===== src/rtl/mult_div_unit.sv =====
// mult_div_unit: iterative multiply/divide unit that produces the HI/LO pair
// for mult, multu, div and divu. It uses a start/busy/done handshake with the
// control unit. A divide-by-zero is flagged for one cycle on div_zero.
//
// Ports:
//   clock    - rising-edge clock
//   reset    - synchronous, active-low
//   start    - request, sampled only while idle (with op, src_a, src_b)
//   op       - 00 mult, 01 multu, 10 div, 11 divu
//   src_a    - multiplicand / dividend
//   src_b    - multiplier / divisor
//   busy     - operation in flight
//   done     - one-cycle completion pulse; hi/lo valid in the same cycle
//   div_zero - one-cycle pulse with done when a divide has a zero divisor
//   hi       - product upper half / remainder
//   lo       - product lower half / quotient
//
// Build option: define MULTDIV_UNSIGNED_EN to support multu/divu as unsigned
// operations. Without it, op[0] is ignored and every operation is signed.
module mult_div_unit #(
  parameter int unsigned WIDTH = 32
) (
  input  logic             clock,
  input  logic             reset,
  input  logic             start,
  input  logic [1:0]       op,
  input  logic [WIDTH-1:0] src_a,
  input  logic [WIDTH-1:0] src_b,
  output logic             busy,
  output logic             done,
  output logic             div_zero,
  output logic [WIDTH-1:0] hi,
  output logic [WIDTH-1:0] lo
);

  localparam int unsigned CNT_W = $clog2(WIDTH);

  localparam logic [1:0] IDLE = 2'd0;
  localparam logic [1:0] PREP = 2'd1;
  localparam logic [1:0] CALC = 2'd2;
  localparam logic [1:0] FIX  = 2'd3;

  logic [1:0]         state;
  logic [1:0]         stateNext;
  logic               busyNext;
  logic               doneNext;
  logic               divZeroNext;

  logic               opDiv;
  logic               isSigned;
  logic               divByZero;
  logic [WIDTH-1:0]   aReg;
  logic [WIDTH-1:0]   bReg;
  logic [WIDTH-1:0]   prepMagA;
  logic [WIDTH-1:0]   prepMagB;
  logic [WIDTH-1:0]   magA;
  logic [WIDTH-1:0]   magB;
  logic               signQ;
  logic               signR;
  logic [CNT_W-1:0]   count;

  // Multiply accumulator: multiplier in the low half, product builds from the top.
  logic [2*WIDTH-1:0] acc;
  logic [WIDTH:0]     addSum;

  // Divide: quo shifts the dividend out and the quotient in; rem holds the
  // partial remainder, widened by one bit for the trial subtraction.
  logic [WIDTH-1:0]   quo;
  logic [WIDTH-1:0]   rem;
  logic [WIDTH:0]     trialRem;
  logic [WIDTH:0]     subRem;
  logic               trialFits;

  logic [2*WIDTH-1:0] prodFinal;
  logic [WIDTH-1:0]   quoFinal;
  logic [WIDTH-1:0]   remFinal;

`ifdef MULTDIV_UNSIGNED_EN
  logic               opUnsigned;

  assign isSigned = ~opUnsigned;
`else
  logic               unusedOp;

  assign isSigned = 1'b1;
  assign unusedOp = op[0];
`endif

  // Operand magnitudes; the most negative value maps to 2^(WIDTH-1) naturally.
  assign prepMagA  = (isSigned && aReg[WIDTH-1]) ? -aReg : aReg;
  assign prepMagB  = (isSigned && bReg[WIDTH-1]) ? -bReg : bReg;
  assign divByZero = opDiv && (bReg == '0);

  // One shift-add step.
  assign addSum = {1'b0, acc[2*WIDTH-1:WIDTH]} + (acc[0] ? {1'b0, magA} : '0);

  // One restoring-division step.
  assign trialRem  = {rem, quo[WIDTH-1]};
  assign trialFits = (trialRem >= {1'b0, magB});
  assign subRem    = trialRem - {1'b0, magB};

  // Sign correction; MIN / -1 wraps to MIN with a zero remainder on its own.
  assign prodFinal = signQ ? -acc : acc;
  assign quoFinal  = signQ ? -quo : quo;
  assign remFinal  = signR ? -rem : rem;

  // Control state and handshake registers.
  always_ff @(posedge clock) begin
    if (!reset) begin
      state    <= IDLE;
      busy     <= 1'b0;
      done     <= 1'b0;
      div_zero <= 1'b0;
    end else begin
      state    <= stateNext;
      busy     <= busyNext;
      done     <= doneNext;
      div_zero <= divZeroNext;
    end
  end

  // Next-state and handshake decode.
  always_comb begin
    stateNext   = state;
    busyNext    = busy;
    doneNext    = 1'b0;
    divZeroNext = 1'b0;
    case (state)
      IDLE: begin
        if (start) begin
          stateNext = PREP;
          busyNext  = 1'b1;
        end
      end
      PREP: begin
        if (divByZero) begin
          stateNext   = IDLE;
          busyNext    = 1'b0;
          doneNext    = 1'b1;
          divZeroNext = 1'b1;
        end else begin
          stateNext = CALC;
        end
      end
      CALC: begin
        if (count == '0) begin
          stateNext = FIX;
        end
      end
      FIX: begin
        stateNext = IDLE;
        busyNext  = 1'b0;
        doneNext  = 1'b1;
      end
      default: begin
        stateNext = IDLE;
        busyNext  = 1'b0;
      end
    endcase
  end

  // Datapath: operand capture, preparation, iteration and result write-back.
  always_ff @(posedge clock) begin
    if (!reset) begin
      opDiv <= 1'b0;
`ifdef MULTDIV_UNSIGNED_EN
      opUnsigned <= 1'b0;
`endif
      aReg  <= '0;
      bReg  <= '0;
      magA  <= '0;
      magB  <= '0;
      signQ <= 1'b0;
      signR <= 1'b0;
      count <= '0;
      acc   <= '0;
      quo   <= '0;
      rem   <= '0;
      hi    <= '0;
      lo    <= '0;
    end else begin
      case (state)
        IDLE: begin
          if (start) begin
            opDiv <= op[1];
`ifdef MULTDIV_UNSIGNED_EN
            opUnsigned <= op[0];
`endif
            aReg <= src_a;
            bReg <= src_b;
          end
        end
        PREP: begin
          magA  <= prepMagA;
          magB  <= prepMagB;
          signQ <= isSigned && (aReg[WIDTH-1] ^ bReg[WIDTH-1]);
          signR <= isSigned && aReg[WIDTH-1];
          count <= CNT_W'(WIDTH - 1);
          acc   <= {{WIDTH{1'b0}}, prepMagB};
          quo   <= prepMagA;
          rem   <= '0;
        end
        CALC: begin
          count <= count - CNT_W'(1);
          if (opDiv) begin
            rem <= trialFits ? subRem[WIDTH-1:0] : trialRem[WIDTH-1:0];
            quo <= {quo[WIDTH-2:0], trialFits};
          end else begin
            acc <= {addSum, acc[WIDTH-1:1]};
          end
        end
        FIX: begin
          if (opDiv) begin
            hi <= remFinal;
            lo <= quoFinal;
          end else begin
            hi <= prodFinal[2*WIDTH-1:WIDTH];
            lo <= prodFinal[WIDTH-1:0];
          end
        end
        default: begin
        end
      endcase
    end
  end

endmodule

===== config.mk =====
export PLATFORM = sky130hd
export DESIGN_NAME = mult_div_unit
export DESIGN_NICKNAME = d
export VERILOG_FILES = /design/src/rtl/mult_div_unit.sv
export SDC_FILE = /design/constraint.sdc
export NUM_CORES = 1
export LEC_CHECK = 0
export ABC_AREA = 1
export BUFFER_PORTS_ARGS = -buffer_cell sky130_fd_sc_hd__buf_2
export CORE_MARGIN = 2
export CORE_UTILIZATION = 45
export DETAILED_ROUTE_END_ITERATION = 10
export PLACE_DENSITY = 0.64
export SETUP_SLACK_MARGIN = 0.15
export SYNTH_ARGS = -nofsm -noshare
export SYNTH_HDL_FRONTEND = slang
export SYNTH_SLANG_ARGS = --single-unit

===== constraint.sdc =====
create_clock -name clock -period 5 [get_ports clock]
set_input_delay 0.25 -clock clock [delete_from_list [all_inputs] [get_ports clock]]
set_output_delay 0.25 -clock clock [all_outputs]
set_load 0.01 [all_outputs]

Word-level counts from Yosys, hierarchy flattened:

Cells that the tools add are included.

* logic and storage cells: 72
* bits of input ports: 69
* flip-flop bits (word level): 333
* output and inout bits: 67

* bitwise gates (word level): 1
* reductions and logical operators: 12
* multiplexer cells: 25
* equality and inequality tests: 8
* $lt $le $gt $ge: 1
* add/sub/neg operators: 8

Operators with widths (count)
* $mux W32: 10
* $mux W64: 2
* $neg A32 Y32: 4
* $pmux W32 S2: 2
* $pmux W64 S2: 1
* $neg A64 Y64: 1
* $add A32 B32 Y33: 1
* $ge A33 B32 Y1: 1
* $logic_not A32 Y1: 1
* $sub A32 B32 Y32: 1
* $ne A2 B2 Y1 const B: 5
* $pmux W5 S2: 1
* $reduce_and A2 Y1: 5
* $pmux W2 S4: 1
* $mux W2: 3
* $logic_not A5 Y1: 1
* $sub A5 B1 Y5 const B: 1
* $eq A2 B2 Y1 const B: 2
* $mux W1: 3
* $pmux W1 S3: 1
* $reduce_and A3 Y1: 1
* $reduce_bool A3 Y1: 1
* $eq A2 B1 Y1 const B: 1
* $logic_not A2 Y1: 1
* other kinds (4): 4

Depth between registers and ports, before layout:

* depth after elaboration: 4
* gate-level depth with buffers: 18
* mapped depth without buffers: 16

Worst setup path before layout:

OpenSTA, ideal clock, no wires.

* path kind: flip-flop to flip-flop
* start: register acc[0]
* end: register acc[53]
* path slack: 2531 ps
* period minus slack after synthesis: 2469 ps
* path buffers: 2
* arrival time: 2337 ps
* library setup time: 132 ps
* cell stages (with the launch flop): 16
* required time: 4868 ps
* path through: dfxtp_1 -> buf_2 -> clkbuf_1 -> nand2_1 -> inv_1 -> ha_1 -> inv_1 -> fa_1 -> nor3_1 -> nor2_1 -> o21ai_0 -> nand2_1 -> nand2_1 -> nand2_1 -> nand3_1 -> a21oi_1

* cells in the longest elaborated chain, start to end: 4

RTL lines
* start: declaration: line 63 `logic [2*WIDTH-1:0] acc;`
* start signal: assignment: line 199 `acc <= {{WIDTH{1'b0}}, prepMagB};`
* start signal: assignment: line 209 `acc <= {addSum, acc[WIDTH-1:1]};`
* $mux W32: line 95 `assign addSum = {1'b0, acc[2*WIDTH-1:WIDTH]} + (acc[0] ? {1'b0, magA} : '0);`
* $add A32 B32 Y33: line 95
* $mux W64: line 205 `if (opDiv) begin`
* $pmux W64 S2: line 182 `case (state)`

Every way passes these cells. The select of a mux whose other input is x is not followed.
A chain may end at the register's enable or synchronous reset.

Final worst setup path:

* start: register state[0]
* end: register acc[54]

* cells in the longest elaborated chain, start to end: 3
* elaborated cells between the ends (all ways): 6
* those cells by class: eq/ne (3); mux (1); reduce/logical (2)

RTL lines
* start: declaration: line 43 `logic [1:0] state;`
* start signal: assignment: line 115 `state <= stateNext;`
* $eq A2 B2 Y1 or $eq A2 B1 Y1 (tied branches): line 182
* $ne A2 B2 Y1 (no line) or $reduce_bool A2 Y1 (tied branches)
* $reduce_and A2 Y1 (no line)

Parallel ways exist; a longest one is shown, timed or not.

==> impl_results.md <==
* Status: completed
* Placement Cell Area at 25200 um2
* Vias post-DR at 26900
* Avg Inst Size Synth at 5.88 um2
* First-pass GRT wire length at 135000 um
* RSZ-0062 raised after global routing: false
* # setup viols final at 0
* Die Span X at 236 um
* Fin crit period at 3.49 ns
* Worst ir drop on vdd at 0.413 mV
* Initial DRC count at 2893
* Port Buffers at 134
* Adder-Cell Fraction of Synth Area at 4.10%
* PD cells at 579 nW/um2
* Top FF cell, synth: dfxtp_1
* # clock sinks at 333
* Post-DRT Antenna Nets at 0
* FMAX at 0.286 GHz
* CP Capture Type: flip-flop
* Max-slew violations at 0
* # Post-CTS Setup Buffers at 0
* WL/cell at 17.7 um
* M1 WL at 40400 um
* Worst-path clk slew at 0.06 ns
* Cell with the most instances after synthesis: nand2_1
* Row cnt at 84
* Warnings from Yosys at 0
* Post-CTS Resized at 0
* Mux cell area share after synthesis at 0%
* Combinational Power Share at 53.6%
* Syn Inst Count at 4108
* Cell Area, Synth at 24200 um2
* Final Hold Viols at 0
* Setup CP Type: flip-flop to flip-flop
* Die height at 236 um
* Commonest cells in the netlist: nand2_1 (999), inv_1 (537), nor2_1 (496), o21ai_0 (440), a21oi_1 (367)
* R2R Path End: acc[54]
* CTS tree: done
* Final wirelength at 87200 um
* Clock share of power at 21.2%
* Clock Root Buffer: clkbuf_16
* Grt ovf at 0
* Post-synth top area share at 27.6%
* Sequential share of power at 25.2%
* Met3 Wirelength at 7450 um
* Die area at 55600 um2
* Largest area contributor in the netlist: dfxtp_1
* Seq/Total Area, Yosys at 27.6%
* Async SR Flop Fraction at 0%
* Slew headroom at 30.5%
* Final core utilization at 51.7%
* DP Wirelength at 65800 um
* Starting Density at 45.7%
* Routed met2 length at 36900 um
* Synth top area cells: dfxtp_1 (28%), nand2_1 (16%), o21ai_0 (9.1%)
* CP endpoint: acc[54]
* Largest net degree at the start of global routing at 100
* Worst Tran Pin Value at 1.04 ns
* Total track usage at 30.5%
* Fin nets at 4351
* Ports at 136
* Maxcap violations at 0
* Cell variety after synth at 49
* Synth Area in Simple Gates at 35.2%
* Setup slack after placement at 1.56 ns
* Filler Cell Count at 5646
* Initial antenna violation count at 0
* Post-Syn Nets at 4255
* Detailed-route vias per instance at 5.45
* # hold bufs at CTS at 61
* Layout cell share with drive strength beyond 1 at 7.67%
* Design Area, Final at 27400 um2
* Post-synthesis compound-gate area fraction at 19.9%
* DRC at 0
* Clk_lat worst skew at 0.60 ns
* Crit path DAT at 3.94 ns
* Req. time, crit path at 5.44 ns
* Detailed Routing Iterations Pass 1 at 6
* Gpl congestion at 0.979
* Switching share of power at 50.6%
* Reg-to-Reg Start: state[0]
* Net Switching at 8000 uW
* Period Utilization, post-route at 69.9%
* Internal power at 7830 uW
* Final setup TNS at 0 ns
* Crit path launch: state[0]
* Vias in the first global route at 23800
* CTS Buf Count at 42
* Layout Skew at 0.0183 ns
* H-tree levels at 2
* Crit path max fanout at 47
* Area growth syn-to-layout at 13.2%
* Critical path launch point type: flip-flop
* R2r setup slk at 1.51 ns
* P_leak at 0.0136 uW
* Hold WC Path Type: input pin to flip-flop
* Max Used Layer: met4
* Cells on worst reg2reg path at 12
* XOR/XNOR Fraction of Synth Area at 1.60%
* Setup WS post-layout at 1.51 ns
* Synth Register Bits at 333
* Max Root-Sink Buffers at 3
* Core footprint at 52900 um2
* Main combinational cell family by area after synthesis: simple AND/OR/NAND/NOR gates
* Number of flops mapped to enable cells by yosys at 0
metrics by stage:
stage	hold slack, ns	total power [uW]	cells
final	0.0152	15800	4926
after global routing	0.0164	17000	4925
after CTS	0.00685	15700	4925
after detailed placement	0.460	12200	4787
after global placement	0.454	12200	4787
after floorplan	0.417	9850	4108
cell families (layout without fill, tap and decap cells):
| group | Yosys count | in the layout |
|---|---|---|
| simple gates | 2012 | 2012 |
| xor+xnor | 44 | 44 |
| fa+ha+maj | 78 | 78 |
| compound gates | 911 | 911 |
| other cells | 0 | 1 |
| buf+inv | 730 | 859 |
| flops | 333 | 333 |
metal layers:
metal,up-vias,track usage (%)
met5,-,0
met4,0,9.67
met3,129,4.90
met2,1023,46.5
met1,12200,43.9
li1,13500,-
worst min-delay path by stage:
stage,start,endpoint,slack (ns),depth (start not counted)
3_5_place_dp,count[0],count[0],0.46,1
3_3_place_gp,count[0],count[0],0.45,1
5_1_grt,src_a[12],aReg[12],0.02,3
4_1_cts,src_a[12],aReg[12],0.007,3
6_report,src_a[12],aReg[12],0.02,3
2_1_floorplan,src_a[15],aReg[15],0.42,2
cells in the final DEF, fill, tap and decap left out, types with 32 or more instances in the layout:
master / instances
a21oi_1: 367
buf_2: 133
buf_4: 32
clkbuf_16: 43
dfxtp_1: 331
dlygate4sd3_1: 61
ha_1: 73
inv_1: 535
nand2_1: 998
nand3_1: 329
nand4_1: 54
nor2_1: 496
nor3_1: 40
o21ai_0: 440
xor2_1: 37
power groups by stage:
stage                     logic, uW  clock network [uW]  registers (uW)
after global placement         8160                   0            4010
after CTS                      8300                3400            3970
after floorplan                6030                   0            3830
after detailed placement       8230                   0            4020
final                          8480                3360            3990
after global routing           9450                3520            4070
state kept, by name (all words and copies together), names as in the netlist, named ones only:
signal and flops:
aReg 32, state 1, div_zero 1, busy 1
magB 32, done 1, acc 64, signQ 1
count 5, signR 1, magA 32, quo 32
hi 32, lo 32, opDiv 1, bReg 32
rem 32
worst max-delay path: stages, from the launching register on:
cell      delay [ns]
dfxtp_1         0.35
inv_1           0.15
ha_2            0.32
inv_1           0.09
nor2_2          0.10
buf_4           0.28
inv_1           0.10
nand2_1         0.08
buf_4           0.36
clkinv_1        0.86
buf_4           0.48
nand2_1         0.07
a21oi_1         0.07
cell type report:
type | count | area [um2] | share of cell area (%)
Antenna cell | 1 | 2.50 | 0.00915
Clock buffer | 51 | 1150 | 4.19
Clock inverter | 26 | 375 | 1.37
Inverter | 556 | 2090 | 7.64
Multi-Input combinational cell | 3045 | 14700 | 53.7
Sequential cell | 333 | 6670 | 24.4
Tap cell | 688 | 861 | 3.15
Timing Repair Buffer | 226 | 1520 | 5.54
(Power assumes the default switching activity.)
